<file path="src/rtl/ps2_key_decoder.sv">
// rtl/ps2_key_decoder.sv - PS/2 Set-2 byte decoder with held-key tracking, ASCII map and 7-seg display
module ps2_key_decoder #(
   parameter int unsigned CNT_W       = 8,
   parameter bit          SEG_ACT_LOW = 1'b1
) (
   input  logic             clk,
   input  logic             rst,
   input  logic             in_valid,
   input  logic [7:0]       in_data,
   input  logic             in_err,
   output logic [7:0]       key_code,
   output logic             key_ext,
   output logic             key_down,
   output logic [7:0]       key_ascii,
   output logic             key_press,
   output logic [CNT_W-1:0] press_cnt,
   output logic [7:0]       seg0,
   output logic [7:0]       seg1,
   output logic [7:0]       seg2,
   output logic [7:0]       seg3,
   output logic [7:0]       seg4,
   output logic [7:0]       seg5
);

   typedef enum logic [1:0] {
      ST_IDLE    = 2'd0,
      ST_EXT     = 2'd1,
      ST_BRK     = 2'd2,
      ST_EXT_BRK = 2'd3
   } state_t;

   localparam logic [7:0] SEG_BLANK = {8{SEG_ACT_LOW}};

   state_t           state, state_nxt;
   logic             ev_make, ev_brk, ev_ext;
   logic             held_match;
   logic [7:0]       code_nxt, ascii_nxt;
   logic             ext_nxt, down_nxt, press_nxt;
   logic [CNT_W-1:0] cnt_nxt;
   logic [7:0]       cnt_lo;

   // Set-2 scancode to ASCII: uppercase letters, top-row digits, space
   function automatic logic [7:0] ascii_of(input logic [7:0] code);
      case (code)
         8'h1C: ascii_of = 8'h41; 8'h32: ascii_of = 8'h42; 8'h21: ascii_of = 8'h43;
         8'h23: ascii_of = 8'h44; 8'h24: ascii_of = 8'h45; 8'h2B: ascii_of = 8'h46;
         8'h34: ascii_of = 8'h47; 8'h33: ascii_of = 8'h48; 8'h43: ascii_of = 8'h49;
         8'h3B: ascii_of = 8'h4A; 8'h42: ascii_of = 8'h4B; 8'h4B: ascii_of = 8'h4C;
         8'h3A: ascii_of = 8'h4D; 8'h31: ascii_of = 8'h4E; 8'h44: ascii_of = 8'h4F;
         8'h4D: ascii_of = 8'h50; 8'h15: ascii_of = 8'h51; 8'h2D: ascii_of = 8'h52;
         8'h1B: ascii_of = 8'h53; 8'h2C: ascii_of = 8'h54; 8'h3C: ascii_of = 8'h55;
         8'h2A: ascii_of = 8'h56; 8'h1D: ascii_of = 8'h57; 8'h22: ascii_of = 8'h58;
         8'h35: ascii_of = 8'h59; 8'h1A: ascii_of = 8'h5A;
         8'h45: ascii_of = 8'h30; 8'h16: ascii_of = 8'h31; 8'h1E: ascii_of = 8'h32;
         8'h26: ascii_of = 8'h33; 8'h25: ascii_of = 8'h34; 8'h2E: ascii_of = 8'h35;
         8'h36: ascii_of = 8'h36; 8'h3D: ascii_of = 8'h37; 8'h3E: ascii_of = 8'h38;
         8'h46: ascii_of = 8'h39;
         8'h29: ascii_of = 8'h20;
         default: ascii_of = 8'h00;
      endcase
   endfunction

   // Hex glyph in active-high {dp,g..a} form, then polarity applied; dp stays off
   function automatic logic [7:0] seg_hex(input logic [3:0] nib);
      logic [6:0] g;
      case (nib)
         4'h0: g = 7'h3F; 4'h1: g = 7'h06; 4'h2: g = 7'h5B; 4'h3: g = 7'h4F;
         4'h4: g = 7'h66; 4'h5: g = 7'h6D; 4'h6: g = 7'h7D; 4'h7: g = 7'h07;
         4'h8: g = 7'h7F; 4'h9: g = 7'h6F; 4'hA: g = 7'h77; 4'hB: g = 7'h7C;
         4'hC: g = 7'h39; 4'hD: g = 7'h5E; 4'hE: g = 7'h79; default: g = 7'h71;
      endcase
      seg_hex = {1'b0, g} ^ SEG_BLANK;
   endfunction

   // Prefix parser: classifies each accepted byte into make/break events
   always_comb begin
      state_nxt = state;
      ev_make   = 1'b0;
      ev_brk    = 1'b0;
      ev_ext    = 1'b0;
      if (in_valid) begin
         if (in_err) begin
            state_nxt = ST_IDLE;
         end else begin
            case (state)
               ST_IDLE: begin
                  if (in_data == 8'hE0)      state_nxt = ST_EXT;
                  else if (in_data == 8'hF0) state_nxt = ST_BRK;
                  else if (in_data == 8'hAA || in_data == 8'hFA || in_data == 8'hEE ||
                           in_data == 8'hFE || in_data == 8'h00 || in_data == 8'hFF)
                     state_nxt = ST_IDLE;
                  else
                     ev_make = 1'b1;
               end
               ST_EXT: begin
                  if (in_data == 8'hF0)      state_nxt = ST_EXT_BRK;
                  else if (in_data == 8'hE0) state_nxt = ST_EXT;
                  else begin
                     ev_make   = 1'b1;
                     ev_ext    = 1'b1;
                     state_nxt = ST_IDLE;
                  end
               end
               ST_BRK: begin
                  state_nxt = ST_IDLE;
                  if (in_data != 8'hE0 && in_data != 8'hF0) ev_brk = 1'b1;
               end
               default: begin
                  state_nxt = ST_IDLE;
                  if (in_data != 8'hE0 && in_data != 8'hF0) begin
                     ev_brk = 1'b1;
                     ev_ext = 1'b1;
                  end
               end
            endcase
         end
      end
   end

   // Held-key update: typematic repeats and foreign breaks leave state untouched
   always_comb begin
      held_match = key_down && (ev_ext == key_ext) && (in_data == key_code);
      code_nxt   = key_code;
      ext_nxt    = key_ext;
      ascii_nxt  = key_ascii;
      down_nxt   = key_down;
      press_nxt  = 1'b0;
      cnt_nxt    = press_cnt;
      if (ev_make && !held_match) begin
         code_nxt  = in_data;
         ext_nxt   = ev_ext;
         ascii_nxt = ev_ext ? 8'h00 : ascii_of(in_data);
         down_nxt  = 1'b1;
         press_nxt = 1'b1;
         cnt_nxt   = press_cnt + CNT_W'(1);
      end
      if (ev_brk && held_match) down_nxt = 1'b0;
      cnt_lo = 8'(cnt_nxt);
   end

   // State, key registers and display digits all load from the same next values
   always_ff @(posedge clk or negedge rst) begin
      if (!rst) begin
         state     <= ST_IDLE;
         key_code  <= 8'h00;
         key_ext   <= 1'b0;
         key_down  <= 1'b0;
         key_ascii <= 8'h00;
         key_press <= 1'b0;
         press_cnt <= '0;
         seg0      <= SEG_BLANK;
         seg1      <= SEG_BLANK;
         seg2      <= SEG_BLANK;
         seg3      <= SEG_BLANK;
         seg4      <= seg_hex(4'h0);
         seg5      <= seg_hex(4'h0);
      end else begin
         state     <= state_nxt;
         key_code  <= code_nxt;
         key_ext   <= ext_nxt;
         key_down  <= down_nxt;
         key_ascii <= ascii_nxt;
         key_press <= press_nxt;
         press_cnt <= cnt_nxt;
         seg0      <= down_nxt ? seg_hex(code_nxt[3:0])  : SEG_BLANK;
         seg1      <= down_nxt ? seg_hex(code_nxt[7:4])  : SEG_BLANK;
         seg2      <= down_nxt ? seg_hex(ascii_nxt[3:0]) : SEG_BLANK;
         seg3      <= down_nxt ? seg_hex(ascii_nxt[7:4]) : SEG_BLANK;
         seg4      <= seg_hex(cnt_lo[3:0]);
         seg5      <= seg_hex(cnt_lo[7:4]);
      end
   end

endmodule

</file>
<file path="config.mk">
export PLATFORM = sky130hd
export DESIGN_NAME = ps2_key_decoder
export DESIGN_NICKNAME = d
export VERILOG_FILES = /design/src/rtl/ps2_key_decoder.sv
export SDC_FILE = /design/constraint.sdc
export NUM_CORES = 1
export LEC_CHECK = 0
export ABC_AREA = 1
export CAP_MARGIN = 15
export CORE_UTILIZATION = 30
export CTS_BUF_LIST = sky130_fd_sc_hd__clkbuf_8
export CTS_CLUSTER_DIAMETER = 120
export DETAILED_ROUTE_END_ITERATION = 8
export HOLD_SLACK_MARGIN = 0.12
export SLEW_MARGIN = 20
export SYNTH_ARGS = -nofsm -noshare
export SYNTH_HDL_FRONTEND = slang
export SYNTH_SLANG_ARGS = --single-unit
export TNS_END_PERCENT = 10
</file>
<file path="constraint.sdc">
create_clock -name clk -period 3.23 [get_ports clk]
set_input_delay 0.323 -clock clk [delete_from_list [all_inputs] [get_ports clk]]
set_output_delay 0.323 -clock clk [all_outputs]
set_load 0.01 [all_outputs]
</file>
==> impl_metrics.csv, run 1 <==
group,metric,value,unit
worst_setup_path,cp-start-kind,"input pin",
worst_setup_path,reg2reg_from,"key_code[2]$_DFF_PN0_",
clocking,cts_tree,"done",
run,cap_viol_max_count,0,
yosys,seq_area_frac_synth,35.37,%
final_layout,final_nets,848,
place,placedCellCount,1014,
worst_setup_path,worstPathCellList,"clkdlybuf4s50_1 -> inv_1 -> ha_1 -> nand2_1 -> nand2_1 -> inv_1 -> nand2_1 -> o21ai_0 -> nand2_1 -> nand3_1 -> nand2_1 -> nand4_1 -> o21ai_2 -> inv_1 -> ha_1 -> a21oi_1 -> o21ai_0 -> nand3_1",
clocking,cts_root_buf,"clkbuf_8",
final_layout,layout_commonest_cell,"nand2_1",
floorplanning,start_util,30.82,%
timing,fin_skew,0.01109,ns
worst_setup_path,endpoint,"seg3[3]$_DFF_PN1_",
detailed_routing,num_vias,4818,
final_layout,antenna_cells,0,
worst_setup_path,cp_max_fo,6,
global_routing,antenna_found_initial,0,
global_routing,grt_pass1_wl,22560,µm
worst_setup_path,cp_slowest_cell,"clkdlybuf4s50_1",
yosys,synthCells,703,
detailed_routing,initialDrtViolationCount,231,
global_routing,overflow,0,
floorplanning,fp-row-count,47,
clocking,cts_max_path_buffers,2,
place,port_buffers,80,
worst_setup_path,cpMostUsedCell,"nand2_1",
clocking,insertion_delay,0.35,ns
final_layout,fin_util,38.94,%
yosys,synth_cell_types,41,
final_layout,final_cell_mix,"nand2_1 (229), clkdlybuf4s50_1 (79), nand3_1 (74)",
detailed_routing,ant_nets,0,
worst_setup_path,critPathLaunch,"in_data[0]",
yosys,syn_area,5130,µm²
worst_setup_path,cp.buffers_inverters,4,
timing,slew_violations,0,
worst_setup_path,crit_type,"input pin to flop",
outcome,outcome,"finished clean",
power,power_density,658.5,nW/µm²
detailed_routing,first_pass_iters,4,
place,place_congestion,0.9304,
worst_setup_path,critPathMaxStageDelay,0.48,ns
yosys,synth_seq_cells,71,
floorplanning,ios,87,
floorplanning,die_w,132.8,µm
clocking,post_cts_buffers,0,
worst_setup_path,r2r-end,"seg2[4]$_DFF_PN1_",
timing,worstMarginPinSlew,0.8903,ns
floorplanning,die_y,132.8,µm
detailed_routing,drt-total-wl,13460,µm
final_layout,fin_area,6481,µm²
detailed_routing,routed_via_density,4.673,
timing,timing.slew.headroom,40.65,%
clocking,clock-sinks,71,
power,vdd_drop_max,0.4595,mV
worst_setup_path,endpoint_kind,"flop",
place,dpl_cell_area,6281,µm²
yosys,syn_avg_cell_area,7.297,µm²
power,p_leak,3.249,nW
worst_setup_path,cp.required,3.52,ns
clocking,cts.htree.levels,3,
final_layout,area_growth,26.34,%
timing,grt_setup_unrepaired,"no",
timing,min_period_over_period,87.26,%
timing,min_period,2.819,ns
place,dp_hpwl,10410,µm
global_routing,track_usage,16.08,%
yosys,ys.warnings.count,0,
global_routing,grt_max_degree,72,
clocking,cts_made_buffers,9,
worst_setup_path,cp_top_family,"buffers and inverters",
detailed_routing,wl_per_cell,13.06,µm
final_layout,layoutNonFillerInstCount,1031,
worst_setup_path,worstSetupPathDepth,18,
timing,setup_viol,0,
timing,hold_violations,0,
worst_setup_path,ff2ff_path_depth,17,
final_layout,drive_above_1_share,17.02,%
min_path,holdCritPathClass,"flop to flop",
floorplanning,die-area,17630,µm²
worst_setup_path,worst_ep_arrival_time,3.11,ns
timing,timing.fmax,354.8,MHz
worst_setup_path,reg2reg_slack,0.65,ns
floorplanning,core_area,16640,µm²
global_routing,grt_pass1_vias,4667,
detailed_routing,drc_errors,0,
clocking,clk_pin_slew_worst_paths,0.07,ns
worst min-delay path by stage:
stage / from / depth (start not counted) / slack, ns / to
after floorplan: rst / 0 / 0.03 / key_ascii[0]$_DFF_PN0_
after global placement: rst / 1 / 0.50 / key_code[3]$_DFF_PN0_
after detailed placement: rst / 1 / 0.50 / key_code[3]$_DFF_PN0_
after CTS: state[0]$_DFFE_PN0P_ / 2 / 0.60 / state[0]$_DFFE_PN0P_
after global routing: state[0]$_DFFE_PN0P_ / 2 / 0.62 / state[0]$_DFFE_PN0P_
final: state[0]$_DFFE_PN0P_ / 2 / 0.59 / state[0]$_DFFE_PN0P_
cell usage after synthesis, drive strengths merged:
master / instances / area share (%)
o211ai: 4 / 0.59
nand4: 14 / 1.8
o32ai: 1 / 0.17
ha: 30 / 7.3
or2: 1 / 0.12
nand2: 249 / 20
conb: 1 / 0.073
xor2: 6 / 1.4
and2: 1 / 0.12
nor3: 2 / 0.20
inv: 78 / 5.7
clkinv: 1 / 0.073
dfrtp: 41 / 20
nand3b: 1 / 0.15
a21oi: 14 / 1.4
o22ai: 2 / 0.24
xnor2: 1 / 0.17
o21ai: 66 / 8.2
o31ai: 3 / 0.54
a31oi: 1 / 0.12
nand3: 75 / 7.6
buf: 21 / 3.2
nor2: 58 / 5.6
clkbuf: 2 / 0.15
dfstp: 30 / 15
through the flow:
step	hold WS, ns	setup slack, ns	TNS [ns]	total power [W]
2_1_floorplan	0.02741	0.5671	0	0.002677
3_3_place_gp	0.4963	-0.03253	-0.03253	0.003603
3_5_place_dp	0.4995	0.04388	0	0.003589
4_1_cts	0.5958	0.4219	0	0.004325
5_1_grt	0.6200	0.1116	0	0.004635
6_report	0.5942	0.4114	0	0.004268
power by group:
group / internal, W / total (W) / switching (W)
clock: 0.000368 / 0.000700 / 0.000332
sequential: 0.00126 / 0.00141 / 0.000158
combinational: 0.000957 / 0.00215 / 0.00120
total: 0.00258 / 0.00427 / 0.00169
sequential cells by signal, summed over array words and instances (netlist names):
register   count
key_press      1
press_cnt      8
seg4           7
seg0           7
state          2
seg2           7
seg5           7
key_ext        1
seg3           7
key_down       1
key_code       8
seg1           7
key_ascii      8
logic make-up after synthesis:
| kind of cell | share of synthesized area [%] |
|---|---|
| other | 0.07310 |
| xor gates and xnor gates | 1.561 |
| DFF | 35.37 |
| buffers and inverters | 9.122 |
| and+or+nand+nor | 35.34 |
| adders and majority gates | 7.317 |
| AOI/OAI and AO/OA | 11.22 |
tightest hold or removal path, cell delays in order, from the launching register on:
cell,delay [ns]
dfrtp_1,0.40
inv_1,0.08
o32ai_1,0.08
area by class of cell:
cell class / instances / area (µm²)
inverters: 79 / 296.5
flip-flops and latches: 71 / 1814
clock buffers: 10 / 137.6
clock inverters: 6 / 52.55
multi-input cells: 535 / 2867
fillers: 1766 / 10160
well taps: 220 / 275.3
repair buffers: 110 / 1039
per-layer routing:
| metal | vias up | GRT usage (%) | wire length, µm |
|---|---|---|---|
| li1 | 2450 | - | - |
| met1 | 2219 | 20.21 | 6190 |
| met2 | 132 | 26.90 | 6227 |
| met3 | 17 | 4.330 | 814 |
| met4 | 0 | 4.725 | 233 |
| met5 | - | 0 | 0 |
timing repair:
item / in CTS / in global routing
hold endpoints to repair: 4 / 0
resized for setup: 0 / 0
hold buffers: 1 / 0
Note: power is estimated with default switching activity, not from simulation.
==> run 2: changes to the inputs <==
--- a/config.mk
+++ b/config.mk
@@ -13,2 +13,3 @@
 export DETAILED_ROUTE_END_ITERATION = 8
+export GPL_TIMING_DRIVEN = 0
 export HOLD_SLACK_MARGIN = 0.12
==> constraint.sdc (replaced) <==
create_clock -name clk -period 3.23 [get_ports clk]
set_input_delay 0.646 -clock clk [delete_from_list [all_inputs] [get_ports clk]]
set_output_delay 0.646 -clock clk [all_outputs]
set_load 0.01 [all_outputs]
==> run 2 against run 1 <==
- design area up 0.35%
- die area unchanged
- power up 3.3%
- final cell count down 0.58%
- utilization up 0.14 points
- critical endpoint is now seg1[5]$_DFF_PN1_
- global-route usage down 0.22 points
- critical path type unchanged
==> impl_metrics.csv, run 2 (synthesis gave the netlist of run 1 again) <==
group,metric,value,unit
power,power_density,678.1,nW/µm²
global_routing,overflow,0,
final_layout,area_growth,26.78,%
floorplanning,die-area,17630,µm²
place,dp_hpwl,10460,µm
final_layout,final_nets,842,
timing,holdWs,0.2326,ns
detailed_routing,routed_via_density,4.682,
clocking,cts_made_buffers,9,
clocking,cts_root_buf,"clkbuf_8",
floorplanning,ios,87,
global_routing,grt_max_degree,40,
detailed_routing,num_vias,4799,
final_layout,layoutNonFillerInstCount,1025,
detailed_routing,wl_met1,6172,µm
global_routing,grt_pass1_wl,22080,µm
worst_setup_path,crit_type,"input pin to flop",
power,p_leak,3.229,nW
clocking,cts_max_path_buffers,2,
worst_setup_path,cp-start-kind,"input pin",
final_layout,final_cell_mix,"nand2_1 (229), nand3_1 (74), clkdlybuf4s50_1 (73)",
timing,slew_violations,0,
timing,hold_violations,0,
detailed_routing,initialDrtViolationCount,331,
timing,min_period_over_period,95.30,%
timing,worstMarginPinSlew,0.7995,ns
worst_setup_path,endpoint_kind,"flop",
run,cap_viol_max_count,0,
detailed_routing,drt-total-wl,13730,µm
final_layout,fin_area,6504,µm²
clocking,cts_tree,"done",
worst_setup_path,critPathLaunch,"in_data[6]",
place,port_buffers,78,
detailed_routing,first_pass_iters,5,
power,vdd_drop_max,0.4781,mV
min_path,holdCritPathClass,"input pin to asynchronous set/reset pin",
timing,fin_skew,0.01207,ns
worst_setup_path,cp.required,3.51,ns
worst_setup_path,r2r-end,"seg1[5]$_DFF_PN1_",
timing,grt_setup_unrepaired,"yes",
floorplanning,core_area,16640,µm²
detailed_routing,wl_per_cell,13.39,µm
global_routing,antenna_found_initial,0,
detailed_routing,dr.max_layer_used,"met4",
worst_setup_path,reg2reg_slack,0.66,ns
clocking,cts.htree.levels,3,
final_layout,layout_commonest_cell,"nand2_1",
final_layout,reg.largest.list,"key_ascii x8, key_code x8, press_cnt x8",
floorplanning,start_util,30.82,%
clocking,clk_pin_slew_worst_paths,0.08,ns
detailed_routing,wl_met2,6115,µm
worst_setup_path,reg2reg_from,"key_code[7]$_DFF_PN0_",
final_layout,drive_above_1_share,17.76,%
floorplanning,fp-row-count,47,
place,placedCellCount,1007,
timing,min_period,3.078,ns
clocking,insertion_delay,0.36,ns
worst_setup_path,worst_ep_arrival_time,3.36,ns
outcome,outcome,"finished clean",
final_layout,nFillCells,1727,
timing,setup_viol,0,
floorplanning,die_w,132.8,µm
global_routing,grt_pass1_vias,4425,
place,dpl_cell_area,6222,µm²
worst_setup_path,ff2ff_path_depth,7,
place,place_congestion,0.9198,
detailed_routing,drc_errors,0,
global_routing,track_usage,15.86,%
worst_setup_path,cp_max_fo,10,
clocking,clock-sinks,71,
final_layout,antenna_cells,0,
detailed_routing,ant_nets,0,
timing,timing.fmax,324.9,MHz
timing,timing.slew.headroom,46.38,%
detailed_routing,wl_met3,1122,µm
floorplanning,die_y,132.8,µm
==> run 2: final cells by class <==
cell class	instances	area (µm²)	area share, %
Sequential cell	71	1814	27.90
Buffer	23	175.2	2.693
Timing Repair Buffer	81	807.0	12.41
Clock buffer	9	123.9	1.905
Multi-Input combinational cell	535	2893	44.48
Tap cell	220	275.3	4.232
Clock inverter	7	113.9	1.751
Inverter	79	301.5	4.636
==> run 2: routing by layer <==
layer	track usage [%]	vias to the layer above
li1	-	2440
met2	24.82	168
met3	4.559	22
met5	0	-
met1	20.61	2169
met4	6.130	0
==> run 2: stage by stage <==
stage | total power, W | utilization [%] | setup slack (ns) | setup TNS (ns)
final | 0.004410 | 39.08 | 0.1518 | 0
after global routing | 0.004746 | 39.08 | -0.06760 | -0.2653
after CTS | 0.004447 | 38.88 | 0.01086 | 0
after detailed placement | 0.003557 | 37.39 | -1.057 | -33.32
after global placement | 0.003560 | 37.28 | -1.107 | -80.30
after floorplan | 0.002677 | - | 0.2441 | 0
==> run 2: report_power, final <==
| part | total, W | internal, W | leakage, nW | switching, W |
|---|---|---|---|---|
| clock network | 0.000851 | 0.000508 | 0.117 | 0.000343 |
| logic | 0.00215 | 0.000943 | 2.28 | 0.00120 |
| registers | 0.00141 | 0.00126 | 0.832 | 0.000158 |
| total | 0.00441 | 0.00271 | 3.23 | 0.00170 |
==> run 2: worst max-delay path by stage <==
stage / to / slack [ns] / cells after the start
3_5_place_dp: seg5[0]$_DFF_PN0_ / -1.06 / 21
3_3_place_gp: seg5[0]$_DFF_PN0_ / -1.11 / 21
5_1_grt: seg5[0]$_DFF_PN0_ / -0.07 / 21
6_report: seg1[5]$_DFF_PN1_ / 0.15 / 13
4_1_cts: seg5[0]$_DFF_PN0_ / 0.01 / 21
2_1_floorplan: seg5[0]$_DFF_PN0_ / 0.24 / 17
==> run 2: critical path: stages <==
cell	delay, ns
clkdlybuf4s50_1	0.51
clkbuf_4	0.21
inv_1	0.06
nand2_1	0.06
nand2_1	0.05
nor2_1	0.09
nand2_1	0.09
nor2_2	0.14
nand4_2	0.16
o31ai_2	0.69
inv_1	0.16
clkbuf_1	0.31
nand3_1	0.19
==> run 2: repair_timing <==
item	4_1_cts	5_1_grt
setup endpoints to repair	43	25
pin swaps	0	1
hold buffers	0	0
gates resized for setup	14	10
buffers inserted	0	2
==> run 3: changes to the inputs <==
CTS_BUF_LIST = sky130_fd_sc_hd__clkbuf_16   (was sky130_fd_sc_hd__clkbuf_8)
==> run 3 against run 2 <==
- critical path depth is 8 higher
- largest cell class unchanged
- register-to-register slack hardly changed
- via count is 0.54% higher
- sequential power hardly changed
- clock skew is 0.0036 ns lower
- sequential share of layout area is 0.55 points lower
- highest routed layer unchanged
- power is 6.6% higher
- worst hold slack better by 0.037 ns
- die area stayed put
- fmax is 1.7% higher
==> impl_metrics.csv, run 3 (synthesis gave the netlist of run 1 again) <==
group,metric,value,unit
power,power_density,708.8,nW/µm²
timing,setup_slack,0.2036,ns
detailed_routing,wl_per_cell,13.52,µm
floorplanning,core_area,16640,µm²
place,place_congestion,0.9198,
clocking,cts_made_buffers,9,
final_layout,final_nets,843,
timing,hold_violations,0,
outcome,outcome,"finished clean",
worst_setup_path,worstPathCellList,"clkdlybuf4s50_1 -> buf_4 -> inv_1 -> nand2_1 -> nand2_1 -> nor2_1 -> nand2_1 -> nor2_2 -> nand4_2 -> nand2_4 -> buf_6 -> nand2_1 -> o21ai_4 -> inv_2 -> ha_1 -> nand4_1 -> nand2_1 -> inv_1 -> nand2_1 -> inv_1 -> nand2_1",
worst_setup_path,worst_ep_arrival_time,3.29,ns
global_routing,grt_max_degree,40,
global_routing,grt_pass1_wl,22160,µm
detailed_routing,drt-total-wl,13870,µm
detailed_routing,drc_errors,0,
floorplanning,fp-row-count,47,
clocking,insertion_delay,0.33,ns
global_routing,grt_pass1_vias,4420,
detailed_routing,wl_met2,6222,µm
timing,timing.slew.headroom,61.45,%
floorplanning,start_util,30.82,%
floorplanning,die_y,132.8,µm
worst_setup_path,crit_type,"input pin to flop",
clocking,clock-sinks,71,
clocking,cts_max_path_buffers,2,
timing,timing.fmax,330.4,MHz
place,port_buffers,78,
run,cap_viol_max_count,0,
timing,worstMarginPinSlew,0.5782,ns
worst_setup_path,cp_max_fo,10,
final_layout,layout_commonest_cell,"nand2_1",
floorplanning,ios,87,
clocking,cts_root_buf,"clkbuf_16",
min_path,holdCritPathClass,"input pin to asynchronous set/reset pin",
place,dp_hpwl,10460,µm
worst_setup_path,critPathMaxStageDelay,0.52,ns
floorplanning,die_w,132.8,µm
timing,fin_skew,0.008493,ns
worst_setup_path,cpMostUsedCell,"nand2_1",
detailed_routing,ant_nets,0,
worst_setup_path,cp.required,3.49,ns
power,vdd_drop_max,0.4693,mV
detailed_routing,num_vias,4825,
clocking,cts_tree,"done",
detailed_routing,wl_met3,884,µm
timing,min_period,3.026,ns
global_routing,antenna_found_initial,0,
global_routing,overflow,0,
timing,grt_setup_unrepaired,"yes",
detailed_routing,wl_met1,6449,µm
clocking,cts.htree.levels,3,
worst_setup_path,cp_top_family,"simple AND/OR/NAND/NOR gates",
timing,slew_violations,0,
timing,setup_viol,0,
detailed_routing,routed_via_density,4.703,
power,p_leak,3.281,nW
detailed_routing,first_pass_iters,5,
global_routing,track_usage,15.88,%
detailed_routing,initialDrtViolationCount,376,
timing,fin_setup_tns,0,ns
worst_setup_path,endpoint_kind,"flop",
final_layout,drive_above_1_share,18.24,%
worst_setup_path,cp.buffers_inverters,7,
detailed_routing,dr.max_layer_used,"met4",
final_layout,final_cell_mix,"nand2_1 (229), nand3_1 (74), clkdlybuf4s50_1 (73)",
final_layout,area_growth,29.32,%
timing,min_period_over_period,93.70,%
power,total_power,0.004702,W
clocking,clk_pin_slew_worst_paths,0.06,ns
final_layout,reg.largest.list,"key_ascii x8, key_code x8, press_cnt x8",
floorplanning,die-area,17630,µm²
place,pre_cts_slack,-1.057,ns
final_layout,antenna_cells,0,
worst_setup_path,cp_slowest_cell,"clkdlybuf4s50_1",
final_layout,fin_util,39.86,%
worst_setup_path,cp-start-kind,"input pin",
run 3: path summary, 6_finish.rpt:
check	start	end	slack, ns	depth (start not counted)
max in group asynchronous	rst	seg5[6]$_DFF_PN1_	2.33	2
hold / removal	rst	key_code[2]$_DFF_PN0_	0.27	1
setup / recovery	in_data[6]	seg3[0]$_DFF_PN1_	0.20	21
setup reg to reg	key_code[7]$_DFF_PN0_	seg3[0]$_DFF_PN1_	0.67	15
hold reg to reg	state[0]$_DFFE_PN0P_	state[0]$_DFFE_PN0P_	0.58	2
min in group clk	state[0]$_DFFE_PN0P_	state[0]$_DFFE_PN0P_	0.58	2
run 3: stage by stage:
stage               cells  hold slack (ns)  cell area (µm²)
floorplan             708           0.3504             5149
global placement     1006           0.5751             6205
detailed placement   1007           0.5739             6222
CTS                  1023           0.2769             6565
global route         1026           0.3027             6634
finish               1026           0.2692             6634
run 3: power by group:
group | total [W] | internal [W] | leakage, nW | switching, W
Clock | 0.00112 | 0.000749 | 0.163 | 0.000371
Sequential | 0.00142 | 0.00126 | 0.832 | 0.000158
Combinational | 0.00217 | 0.000951 | 2.29 | 0.00121
run 3: routing by layer:
layer / GRT usage (%) / vias to the layer above
li1: - / 2443
met3: 4.559 / 21
met1: 20.82 / 2215
met2: 24.88 / 146
met4: 5.556 / 0
met5: 0 / -
run 3: area by class of cell:
class | count | area (µm²)
timing repair buffer | 82 | 813.3
fill | 1709 | 10010
sequential | 71 | 1814
tap | 220 | 275.3
multi-input combinational | 535 | 2915
buffer | 23 | 175.2
inverter | 79 | 301.5
clock buffer | 9 | 225.2
clock inverter | 7 | 113.9
run 3: repair_timing:
action / CTS / global route
setup endpoints to repair: 43 / 32
resized for setup: 16 / 16
pin swaps: 0 / 2
hold buffers: 0 / 0
buffers inserted: 0 / 3
